### src/rtl/morse_key_decoder_if.sv
// Key/tick inputs and symbol/letter result pulses of the Morse key decoder.
interface morse_key_decoder_if;
   localparam int unsigned LEN_W  = 3;
   localparam int unsigned BITS_W = 4;

   logic              tick;
   logic              key_in;
   logic              sym_valid;
   logic              sym_dash;
   logic              letter_valid;
   logic [LEN_W-1:0]  letter_len;
   logic [BITS_W-1:0] letter_bits;
   logic              err;

   modport master (
      output tick, key_in,
      input  sym_valid, sym_dash, letter_valid, letter_len, letter_bits, err
   );

   modport slave (
      input  tick, key_in,
      output sym_valid, sym_dash, letter_valid, letter_len, letter_bits, err
   );
endinterface

### src/rtl/morse_key_decoder.sv
// Times key presses and gaps in 100 ms ticks, classifies dots/dashes and
// packs them into letters released after the inter-letter gap.
module morse_key_decoder #(
   parameter int unsigned DASH_TICKS       = 3,
   parameter int unsigned LETTER_GAP_TICKS = 5,
   parameter int unsigned MAX_PRESS_TICKS  = 15,
   parameter int unsigned MAX_SYMBOLS      = 4
) (
   input  logic                clk,
   input  logic                rst,
   morse_key_decoder_if.slave  bus
);
   localparam int unsigned CNT_W = 4;
   localparam int unsigned SUM_W = CNT_W + 1;
   localparam int unsigned SYM_W = 3;
   localparam int unsigned BUF_W = 4;
   localparam int unsigned IDX_W = $clog2(BUF_W);

   typedef enum logic [1:0] {S_IDLE, S_PRESS, S_GAP, S_ERR} state_e;

   state_e             state_q, state_d;
   logic               key_meta_q, key_s_q, key_prev_q;
   logic [CNT_W-1:0]   press_cnt_q, press_cnt_d;
   logic [CNT_W-1:0]   gap_cnt_q, gap_cnt_d;
   logic [SYM_W-1:0]   sym_cnt_q, sym_cnt_d;
   logic [BUF_W-1:0]   sym_buf_q, sym_buf_d;
   logic               sym_valid_q, sym_valid_d;
   logic               sym_dash_q, sym_dash_d;
   logic               letter_valid_q, letter_valid_d;
   logic [SYM_W-1:0]   letter_len_q, letter_len_d;
   logic [BUF_W-1:0]   letter_bits_q, letter_bits_d;
   logic               err_q, err_d;

   logic               key_rise, key_fall, is_dash;
   logic [SUM_W-1:0]   press_sum, gap_sum;

   // Same-cycle tick is folded into both counts before any threshold compare.
   assign key_rise  = key_s_q & ~key_prev_q;
   assign key_fall  = ~key_s_q & key_prev_q;
   assign press_sum = SUM_W'(press_cnt_q) + SUM_W'(bus.tick);
   assign gap_sum   = SUM_W'(gap_cnt_q) + SUM_W'(bus.tick);
   assign is_dash   = (press_sum >= SUM_W'(DASH_TICKS));

   // Next-state and registered-output logic.
   always_comb begin
      state_d        = state_q;
      press_cnt_d    = press_cnt_q;
      gap_cnt_d      = gap_cnt_q;
      sym_cnt_d      = sym_cnt_q;
      sym_buf_d      = sym_buf_q;
      sym_valid_d    = 1'b0;
      sym_dash_d     = sym_dash_q;
      letter_valid_d = 1'b0;
      letter_len_d   = letter_len_q;
      letter_bits_d  = letter_bits_q;
      err_d          = 1'b0;

      unique case (state_q)
         S_IDLE: begin
            if (key_rise) begin
               state_d     = S_PRESS;
               press_cnt_d = '0;
            end
         end
         S_PRESS: begin
            if (press_sum >= SUM_W'(MAX_PRESS_TICKS)) begin
               state_d   = S_ERR;
               err_d     = 1'b1;
               sym_cnt_d = '0;
               sym_buf_d = '0;
            end else if (key_fall) begin
               if (sym_cnt_q == SYM_W'(MAX_SYMBOLS)) begin
                  state_d   = S_ERR;
                  err_d     = 1'b1;
                  sym_cnt_d = '0;
                  sym_buf_d = '0;
               end else begin
                  state_d                        = S_GAP;
                  gap_cnt_d                      = '0;
                  sym_valid_d                    = 1'b1;
                  sym_dash_d                     = is_dash;
                  sym_buf_d[sym_cnt_q[IDX_W-1:0]] = is_dash;
                  sym_cnt_d                      = sym_cnt_q + SYM_W'(1);
               end
            end else begin
               press_cnt_d = press_sum[CNT_W-1:0];
            end
         end
         S_GAP: begin
            // A new press wins over the tick that would otherwise close the letter.
            if (key_rise) begin
               state_d     = S_PRESS;
               press_cnt_d = '0;
            end else if (gap_sum >= SUM_W'(LETTER_GAP_TICKS)) begin
               state_d        = S_IDLE;
               letter_valid_d = 1'b1;
               letter_len_d   = sym_cnt_q;
               letter_bits_d  = sym_buf_q;
               sym_cnt_d      = '0;
               sym_buf_d      = '0;
            end else begin
               gap_cnt_d = gap_sum[CNT_W-1:0];
            end
         end
         S_ERR: begin
            if (!key_s_q) state_d = S_IDLE;
         end
         default: state_d = S_IDLE;
      endcase
   end

   // State, synchronizer and output registers.
   always_ff @(posedge clk) begin
      if (!rst) begin
         state_q        <= S_IDLE;
         key_meta_q     <= 1'b0;
         key_s_q        <= 1'b0;
         key_prev_q     <= 1'b0;
         press_cnt_q    <= '0;
         gap_cnt_q      <= '0;
         sym_cnt_q      <= '0;
         sym_buf_q      <= '0;
         sym_valid_q    <= 1'b0;
         sym_dash_q     <= 1'b0;
         letter_valid_q <= 1'b0;
         letter_len_q   <= '0;
         letter_bits_q  <= '0;
         err_q          <= 1'b0;
      end else begin
         state_q        <= state_d;
         key_meta_q     <= bus.key_in;
         key_s_q        <= key_meta_q;
         key_prev_q     <= key_s_q;
         press_cnt_q    <= press_cnt_d;
         gap_cnt_q      <= gap_cnt_d;
         sym_cnt_q      <= sym_cnt_d;
         sym_buf_q      <= sym_buf_d;
         sym_valid_q    <= sym_valid_d;
         sym_dash_q     <= sym_dash_d;
         letter_valid_q <= letter_valid_d;
         letter_len_q   <= letter_len_d;
         letter_bits_q  <= letter_bits_d;
         err_q          <= err_d;
      end
   end

   assign bus.sym_valid    = sym_valid_q;
   assign bus.sym_dash     = sym_dash_q;
   assign bus.letter_valid = letter_valid_q;
   assign bus.letter_len   = letter_len_q;
   assign bus.letter_bits  = letter_bits_q;
   assign bus.err          = err_q;
endmodule

### src/flat_wrapper.sv
// flat-port wrapper written by rule: the top's interface ports become plain ports
module morse_key_decoder_flat 
#(
   parameter int unsigned DASH_TICKS       = 3,
   parameter int unsigned LETTER_GAP_TICKS = 5,
   parameter int unsigned MAX_PRESS_TICKS  = 15,
   parameter int unsigned MAX_SYMBOLS      = 4
)
  (clk, rst, bus_tick, bus_key_in, bus_sym_valid, bus_sym_dash, bus_letter_valid, bus_letter_len, bus_letter_bits, bus_err);
  morse_key_decoder_if bus_i ();
  input  logic clk;
  input  logic rst;
  input wire logic [$bits(bus_i.tick)-1:0] bus_tick;
  input wire logic [$bits(bus_i.key_in)-1:0] bus_key_in;
  output wire logic [$bits(bus_i.sym_valid)-1:0] bus_sym_valid;
  output wire logic [$bits(bus_i.sym_dash)-1:0] bus_sym_dash;
  output wire logic [$bits(bus_i.letter_valid)-1:0] bus_letter_valid;
  output wire logic [$bits(bus_i.letter_len)-1:0] bus_letter_len;
  output wire logic [$bits(bus_i.letter_bits)-1:0] bus_letter_bits;
  output wire logic [$bits(bus_i.err)-1:0] bus_err;
  assign bus_i.tick = bus_tick;
  assign bus_i.key_in = bus_key_in;
  assign bus_sym_valid = bus_i.sym_valid;
  assign bus_sym_dash = bus_i.sym_dash;
  assign bus_letter_valid = bus_i.letter_valid;
  assign bus_letter_len = bus_i.letter_len;
  assign bus_letter_bits = bus_i.letter_bits;
  assign bus_err = bus_i.err;
  morse_key_decoder #(.DASH_TICKS(DASH_TICKS), .LETTER_GAP_TICKS(LETTER_GAP_TICKS), .MAX_PRESS_TICKS(MAX_PRESS_TICKS), .MAX_SYMBOLS(MAX_SYMBOLS)) u_core (.clk(clk), .rst(rst), .bus(bus_i));
endmodule
### config.mk
export PLATFORM = sky130hd
export DESIGN_NAME = morse_key_decoder_flat
export DESIGN_NICKNAME = d
export VERILOG_FILES = /design/src/rtl/morse_key_decoder_if.sv /design/src/rtl/morse_key_decoder.sv /design/src/flat_wrapper.sv
export SDC_FILE = /design/constraint.sdc
export NUM_CORES = 1
export LEC_CHECK = 0
export CORE_MARGIN = 2
export CORE_UTILIZATION = 60
export DETAILED_ROUTE_END_ITERATION = 8
export PLACE_DENSITY = 0.8
export SLEW_MARGIN = 40
export SYNTH_ARGS = -nofsm -noshare
export SYNTH_HDL_FRONTEND = slang
export SYNTH_SLANG_ARGS = --single-unit
### constraint.sdc
create_clock -name clk -period 6.8 [get_ports clk]
set_input_delay 1.7 -clock clk [delete_from_list [all_inputs] [get_ports clk]]
set_output_delay 1.7 -clock clk [all_outputs]
set_load 0.02 [all_outputs]
==> results of run 1 <==
==> per-stage QoR <==
| step | power, mW | std cells | hold slack [ns] | setup WS, ns |
|---|---|---|---|---|
| global route | 0.318 | 224 | 0.463 | 2.61 |
| CTS | 0.309 | 224 | 0.449 | 2.76 |
| finish | 0.305 | 224 | 0.444 | 2.72 |
| global placement | 0.203 | 217 | 0.418 | 2.62 |
| floorplan | 0.199 | 181 | 0.412 | 3.24 |
| detailed placement | 0.203 | 217 | 0.424 | 2.44 |
==> cell families (layout without fill, tap and decap cells) <==
logic type | count (synthesis) | count (layout)
flip-flops | 31 | 31
AND/OR/NAND/NOR | 85 | 85
multiplexers | 3 | 3
buffers and inverters | 14 | 27
adder cells (fa/ha/maj) | 8 | 8
AO/OA/AOI/OAI | 40 | 40
==> flip-flops by register name, summed over array words and instances, names as in the netlist, 2 cells and up <==
name,cells
u_core.sym_buf_q,4
u_core.gap_cnt_q,4
u_core.sym_cnt_q,3
u_core.bus.letter_len,3
u_core.state_q,2
u_core.press_cnt_q,4
u_core.bus.letter_bits,4
==> synth_stat cells (all sizes together) <==
cell | instances | area, um^2
clkbuf | 4 | 15.0
nor4b | 2 | 17.5
and3 | 3 | 18.8
a32o | 3 | 32.5
a31oi | 3 | 18.8
o21ba | 1 | 10.0
o2bb2ai | 1 | 8.76
nand3 | 11 | 60.1
and2 | 6 | 37.5
nand2 | 27 | 104
o221a | 2 | 22.5
nand4 | 8 | 50.1
nor3b | 1 | 7.51
o311ai | 4 | 52.6
a21boi | 8 | 60.1
a311oi | 1 | 15.0
inv | 6 | 22.5
a31o | 1 | 8.76
nor2b | 5 | 31.3
o21ai | 5 | 25.0
nor2 | 8 | 32.5
dfxtp | 31 | 621
o22a | 1 | 8.76
ha | 8 | 100
o21bai | 2 | 15.0
a21o | 1 | 7.51
or2b | 1 | 8.76
o211ai | 1 | 12.5
o31ai | 1 | 7.51
a22o | 2 | 17.5
nand3b | 1 | 7.51
and2b | 2 | 15.0
mux2i | 3 | 30.0
or3 | 1 | 6.26
and4b | 2 | 20.0
buf | 4 | 31.3
nor3 | 2 | 10.0
nor4 | 5 | 43.8
a21oi | 3 | 15.0
==> cell type report <==
class / instances / area (um^2)
Inverter: 6 / 22.5
Multi-Input combinational cell: 136 / 942
Clock inverter: 1 / 5.00
Fill cell: 216 / 708
Tap cell: 30 / 37.5
Clock buffer: 6 / 51.3
Sequential cell: 31 / 621
Timing Repair Buffer: 14 / 135
==> worst register-to-register path, cell delays in order, from the launching register on <==
cell      delay (ns)
dfxtp_1         0.32
ha_1            0.22
ha_1            0.37
nand2_2         0.10
nor4_2          0.62
nor2_2          0.23
a311oi_2        0.39
o221a_1         0.24
==> power groups by stage <==
stage	Clock [mW]	Sequential (mW)	Combinational (mW)
after floorplan	0	0.188	0.0109
after global placement	0	0.188	0.0147
after detailed placement	0	0.188	0.0148
final	0.106	0.184	0.0149
after CTS	0.110	0.184	0.0148
after global routing	0.117	0.184	0.0163
==> worst paths after layout <==
check	from	endpoint	slack [ns]	cells after the start
worst min register to register	u_core.key_meta_q	u_core.key_s_q	0.44	1
worst max register to register	u_core.press_cnt_q[0]	u_core.press_cnt_q[3]	4.24	7
worst max-delay path	bus_tick	u_core.press_cnt_q[3]	2.72	8
worst min-delay path	u_core.key_meta_q	u_core.key_s_q	0.44	1
==> metal layers <==
layer	part of all wire	GRT usage	vias to the layer above
met1	0.45	0.284	644
met3	0.048	0.0744	11
met5	0	0	-
li1	-	-	696
met2	0.47	0.371	38
met4	0.030	0.126	0
==> metrics.csv, run 1 <==
metric,value,unit
status,completed,
ys_ff_latch,31,
p_int,237,uW
timing.setup.tns,0,ns
p_clk_frac,0.347,
synth-simple-area-share,0.289,
rsz0062_at_grt,no,
hpwl,2.50,mm
die_h,56.1,um
p_sw,68.2,uW
synth_xor_area_frac,0,
track_usage,0.235,
start_util,0.645,
floorplan.core_area,0.00252,mm^2
synthDistinctLibCells,48,
post-route-period-util,0.599,
power_frac_comb,0.049,
clk_latency,0.33,ns
grt_antenna_before_repair,0,
max_stage_delay,0.62,ns
drive_gt1_frac,0.119,
layout_common_cells,"31 x dfxtp_1, 26 x nand2_1, 13 x clkdlybuf4s50_1",
viasPerCell,6.20,
cts_hold_buf,0,
nets,206,
synth_top_family_by_area,simple AND/OR/NAND/NOR gates,
hp-class,flip-flop to flip-flop,
crit_arrival,4.34,ns
syn_to_final_growth,11.5,%
final_common_cell,dfxtp_1,
synth_compound_area_frac,0.208,
cp_cell_sequence,clkdlybuf4s50_1 > ha_1 > ha_1 > nand2_2 > nor4_2 > nor2_2 > a311oi_2 > o221a_1,
drt_iter0_drc,38,
ant_nets,0,
cp_num_buf_inv,1,
critical-path-top-delay-family,simple AND/OR/NAND/NOR gates,
slew-limit-headroom,0.518,
yosysSeqAreaShare,0.381,
cp_max_fo,11,
synth_warnings,0,
grt_pass1_wl,5.73,mm
grt_overflow,0,
syn_nets,193,
rows,18,
slew_viol_final,0,
first_pass_iters,4,
vdd_drop_max,0.175,mV
clkTransAtPathRegs,0.08,ns
die_area,0.00315,mm^2
chipWidth,56.1,um
cts_setup_buffers,0,
power_frac_seq,0.604,
crit_top_cell,ha_1,
numCtsBuffers,5,
fin_util,0.719,
synth_cells,181,
drc,0,
vias,1389,
required,7.07,ns
hold_violations,0,
diodes,0,
wire_per_inst,15.0,um
fmaxAchievable,0.245,GHz
synth_area_per_cell,8.99,um^2
synthAdderAreaFrac,0.0615,
finClkSkew,0.0134,ns
io_pins,15,
final_area,0.00181,mm^2
cts_resized,0,
power_leakage,0.665,nW
first_global_vias,1333,
routabilityCongestion,0.909,
clock_path_buffers,2,
cts_tree,yes,
min_period,4.08,ns
cts_htree_levels,2,
synth_mux_area_frac,0.0184,
grt_max_degree,35,
placed_area,0.00175,mm^2
cts_root_buf,clkbuf_4,
p_per_area,168,mW/mm^2
routed_wl,3.35,mm
clock_sinks,31,
cap_viol_max_count,0,
switching_share,0.224,
critPathKind,input pin to flip-flop,
setup_violations,0,
startpoint_type,input pin,
io_buffers,14,
syn_area,0.00163,mm^2
worstSetupEndpointType,flip-flop,
tightest_slew,0.716,ns
slowest_stage,nor4_2,
No activity file was read; power rests on OpenSTA's default activity.
==> run 2, diff against run 1 <==
--- a/config.mk
+++ b/config.mk
@@ -6,9 +6,9 @@
 export NUM_CORES = 1
 export LEC_CHECK = 0
 export CORE_MARGIN = 2
-export CORE_UTILIZATION = 60
+export CORE_UTILIZATION = 56
 export DETAILED_ROUTE_END_ITERATION = 8
-export PLACE_DENSITY = 0.8
+export PLACE_DENSITY = 0.75
 export SLEW_MARGIN = 40
 export SYNTH_ARGS = -nofsm -noshare
 export SYNTH_HDL_FRONTEND = slang
==> constraint.sdc (replaced) <==
create_clock -name clk -period 3.9 [get_ports clk]
set_input_delay 0.975 -clock clk [delete_from_list [all_inputs] [get_ports clk]]
set_output_delay 0.975 -clock clk [all_outputs]
set_load 0.02 [all_outputs]
==> metrics.csv, run 2 (same netlist as run 1, synthesis figures left out) <==
metric,value,unit,change
min_period,3.11,ns,
vias,1375,,"was 1,389"
startpoint_type,input pin,,unchanged
cts_tree,yes,,unchanged
slew_viol_final,0,,unchanged
crit_top_cell,ha_1,,unchanged
whs,0.433,ns,was 0.444 ns
p_per_area,286,mW/mm^2,was 168 mW/mm^2
final_common_cell,dfxtp_1,,unchanged
r2r_end,u_core.press_cnt_q[3],,unchanged
cts_hold_buf,0,,unchanged
clk_latency,0.33,ns,about the same
worstSetupEndpointType,flip-flop,,unchanged
cp_max_fo,11,,unchanged
crit_arrival,3.39,ns,was 4.34 ns
grt_overflow,0,,unchanged
cp_cell_sequence,clkdlybuf4s50_1 > ha_1 > ha_1 > nand2_2 > o311ai_4 > nor2_2 > a311oi_2 > o221a_1,,was clkdlybuf4s50_1 > ha_1 > ha_1 > nand2_2 > nor4_2 > nor2_2 > a311oi_2 > o221a_1
startpoint,bus_tick,,unchanged
hold_start,u_core.key_meta_q,,unchanged
status,completed,,unchanged
grt_max_degree,22,,was 35
setup_violations,0,,unchanged
hold_violations,0,,unchanged
nets,209,,was 206
drt_iter0_drc,49,,was 38
tightest_slew,0.707,ns,was 0.716 ns
clock_path_buffers,2,,unchanged
placedCellCount,221,,was 217
die_h,57.9,um,was 56.1 um
ff_latch_area,621,um^2,unchanged
vdd_drop_max,0.373,mV,was 0.175 mV
wire_per_inst,14.0,um,was 15.0 um
layout_common_cells,"31 x dfxtp_1, 26 x nand2_1, 14 x clkdlybuf4s50_1",,"was 31 x dfxtp_1, 26 x nand2_1, 13 x clkdlybuf4s50_1"
slew-limit-headroom,0.524,,was 0.518
r2r_slack,1.59,ns,was 4.24 ns
power_leakage,0.675,nW,was 0.665 nW
syn_to_final_growth,12.8,%,was 11.5%
chipWidth,57.9,um,was 56.1 um
routed_wl,3.21,mm,was 3.35 mm
hp-class,flip-flop to flip-flop,,unchanged
track_usage,0.215,,was 0.235
viasPerCell,6.00,,was 6.20
grt_antenna_before_repair,0,,unchanged
clock_sinks,31,,unchanged
multi_input_area,942,um^2,unchanged
cts_root_buf,clkbuf_4,,unchanged
numCtsBuffers,5,,unchanged
crit_end,u_core.press_cnt_q[3],,unchanged
hpwl,2.30,mm,was 2.50 mm
floorplan.core_area,0.00276,mm^2,was 0.00252 mm^2
clkTransAtPathRegs,0.09,ns,was 0.08 ns
cts_resized,0,,unchanged
final_cells,229,,was 224
rows,19,,was 18
timing.rr.start,u_core.press_cnt_q[0],,unchanged
grt_pass1_wl,5.56,mm,was 5.73 mm
fill_cells,239,,was 216
final_area,0.00184,mm^2,was 0.00181 mm^2
placed_area,0.00178,mm^2,was 0.00175 mm^2
first_pass_iters,4,,unchanged
cts_setup_buffers,0,,unchanged
io_buffers,14,,unchanged
cp_num_buf_inv,1,,unchanged
drc,0,,unchanged
start_util,0.590,,was 0.645
first_global_vias,1229,,"was 1,333"
cap_viol_max_count,0,,unchanged
required,4.18,ns,was 7.07 ns
cts_htree_levels,2,,unchanged
timing.setup.tns,0,ns,unchanged
io_pins,15,,unchanged
drive_gt1_frac,0.121,,was 0.119
slowest_stage,clkdlybuf4s50_1,,was nor4_2
worstSetupPathDepth,8,,unchanged
diodes,0,,unchanged
ant_nets,0,,unchanged
critical-path-top-delay-family,compound AO/OA/AOI/OAI gates,,was simple AND/OR/NAND/NOR gates
finClkSkew,0.00784,ns,was 0.0134 ns
max_stage_delay,0.44,ns,was 0.62 ns
critPathKind,input pin to flip-flop,,unchanged
fmaxAchievable,0.321,GHz,
rsz0062_at_grt,no,,unchanged
post-route-period-util,0.798,,
die_area,0.00335,mm^2,was 0.00315 mm^2
rr_worst_depth,7,,unchanged
routabilityCongestion,0.904,,was 0.909
## run 2: per-stage QoR
stage	setup WS, ns	utilization	power, mW
after floorplan	1.06	-	0.347
after CTS	0.776	0.665	0.531
final	0.786	0.666	0.525
after global placement	0.521	0.647	0.355
after detailed placement	0.431	0.647	0.356
after global routing	0.557	0.666	0.549
## run 2: worst reg2reg max path, stage by stage, from the launching register on
cell and delay, ns:
dfxtp_1 0.32, ha_1 0.22, ha_1 0.38, nand2_2 0.11
o311ai_4 0.43, nor2_2 0.21, a311oi_2 0.37, o221a_1 0.23
## run 2: worst min-delay path by stage
stage	to	slack (ns)	depth (start not counted)
floorplan	u_core.key_s_q	0.41	1
global placement	u_core.key_s_q	0.42	1
detailed placement	u_core.key_s_q	0.43	1
CTS	u_core.key_s_q	0.44	1
global route	u_core.key_s_q	0.45	1
finish	u_core.key_s_q	0.43	1
## run 2: layout make-up
cell class | instances | share of cell area
inverters | 6 | 0.0123
multi-input cells | 136 | 0.513
flip-flops and latches | 31 | 0.338
repair buffers | 17 | 0.0886
clock buffers | 7 | 0.0245
well taps | 31 | 0.0211
clock inverters | 1 | 0.00272
## run 2: where the power goes
part / switching (mW) / internal, mW / leakage (nW)
clock network: 0.106 / 0.0701 / 0.0293
registers: 0.00237 / 0.319 / 0.250
logic: 0.0156 / 0.0118 / 0.395
## run 2: per-layer routing
metal	part of all wire	vias up	routed length [um]	track usage
li1	-	697	-	-
met1	0.47	636	1500	0.289
met2	0.46	40	1470	0.326
met3	0.067	2	214	0.0804
met4	0.0081	0	26	0.0598
met5	0	-	0	0
==> patch: new RTL, flow settings as in run 1 <==
`CNT_W`: 4 -> 3.
--- a/src/rtl/morse_key_decoder.sv
+++ b/src/rtl/morse_key_decoder.sv
@@ -10,7 +10,7 @@
    input  logic                rst,
    morse_key_decoder_if.slave  bus
 );
-   localparam int unsigned CNT_W = 4;
+   localparam int unsigned CNT_W = 3;
    localparam int unsigned SUM_W = CNT_W + 1;
    localparam int unsigned SYM_W = 3;
    localparam int unsigned BUF_W = 4;
Function: no difference found for any inputs over 10 cycles, from zero or initial values and one cycle with rst low; that may be too few to reach the edited logic, so the function may still have changed.
==> patch against run 1 <==
Cell area is 4.1% lower. Via count is 1.1% lower. Setup slack better by 0.32 ns. Sequential share of layout area is 0.83 points lower. Power is 3.7% lower. Critical path type unchanged. Die area is 5.3% lower. Routed wire length is 1.0% higher. Register-to-register slack better by 0.34 ns. Synthesized area is 5.7% lower. Sequential cell count is 2 lower.
==> patch: results (changes against run 1) <==
run status=complete, no violations; post-synthesis compound-gate area fraction=26.08% (+5.3 points); clock-pin slew on the worst setup and hold paths=0.10 ns (+0.02 ns); Vias/cell=6.245 (+0.72%); Arr. time, crit path=4.00 ns (-0.34 ns); Synth top cells by count=dfxtp_1, a21oi_1, o211ai_1, nand2_1, o21ai_0; Max Fanout on Critical Path=13 (+2); Final #Nets=201 (-2.4%); mean area per synthesized cell=8.823 um^2 (-1.9%); first-pass GRT wire length=5292 um (-7.6%); Adder-Cell Fraction of Synth Area=6.520% (+0.37 points); pre-CTS WS=2.711 ns (+0.2747 ns); warnings from Yosys=0 (unchanged); vias in the first global route=1,150 (-14%); wire per inst=15.38 um (+2.9%); routability cong.=0.9170 (+0.87%); layout cells sized above 1=8.421% (-3.4 points); GRT Overall Usage=25.56% (+2.0 points); Unique masters post-synth=44 (-8.3%); Internal=0.2168 mW (-8.3%); XOR/XNOR share of the synthesized area=0.5705% (+0.57 points); Synth Net Count=186 (-3.6%); DRT iter0 DRCs=47 (+24%); P_leak=0.5633 nW (-15%); total number of vias=1,374 (-1.1%); post-DP HPWL=2434 um (-2.7%); top area cells in the synthesized netlist=dfxtp_1, ha_1, o211ai_1; maximum VDD drop=0.0001481 V (-16%); worst rel slew slack=53.20% (+1.4 points); register area share after synthesis=37.82% (-0.31 points); clk_skew=0.008004 ns (-0.005444 ns); CP peak stage delay=0.45 ns (-0.17 ns); antenna violations before repair=0 (unchanged); Max stage delay cell, worst path=clkdlybuf4s50_1
## patch: cell types whose count changed after synthesis, moves of 5 or more
| cell | run 1 | this run |
|---|---|---|
| a21boi_0 | 8 | 1 |
| a21oi_1 | 3 | 16 |
| o21ai_0 | 5 | 11 |
| nand2_1 | 26 | 11 |
| o211ai_1 | 0 | 12 |
| nand4_1 | 8 | 3 |
## patch: critical path, delay by kind of cell
family                   cells  cell delay, ns
AO/OA/AOI/OAI                4            1.25
adder cells (fa/ha/maj)      2            0.60
buffers and inverters        1            0.45
## patch: routing by layer
metal  part of all wire, %  track usage (%)  up-vias
li1                      -                -      683
met1                    44            31.43      639
met2                    49            41.67       44
met3                   4.5            5.738        8
met4                   2.0            12.50        0
met5                     0                0        -
## patch: final timing paths
kind,from,to,slack [ns],depth (start not counted)
min,u_core.key_meta_q,u_core.key_s_q,0.45,1
min reg2reg,u_core.key_meta_q,u_core.key_s_q,0.45,1
max reg2reg,u_core.gap_cnt_q[0],u_core.sym_buf_q[2],4.58,6
max,bus_tick,u_core.sym_buf_q[2],3.04,7
## patch: layout make-up
class | count | area [um^2]
tap | 30 | 37.54
timing repair buffer | 14 | 140.1
fill | 194 | 715.7
sequential | 29 | 580.6
clock buffer | 5 | 37.54
multi-input combinational | 132 | 899.6
clock inverter | 3 | 17.52
inverter | 7 | 26.28
## patch: power by group through the flow
stage	combinational, mW	sequential [mW]	clock (mW)
floorplan	0.0127	0.176	0
global placement	0.0156	0.177	0
detailed placement	0.0160	0.178	0
CTS	0.0161	0.174	0.106
global route	0.0178	0.174	0.112
finish	0.0163	0.174	0.103
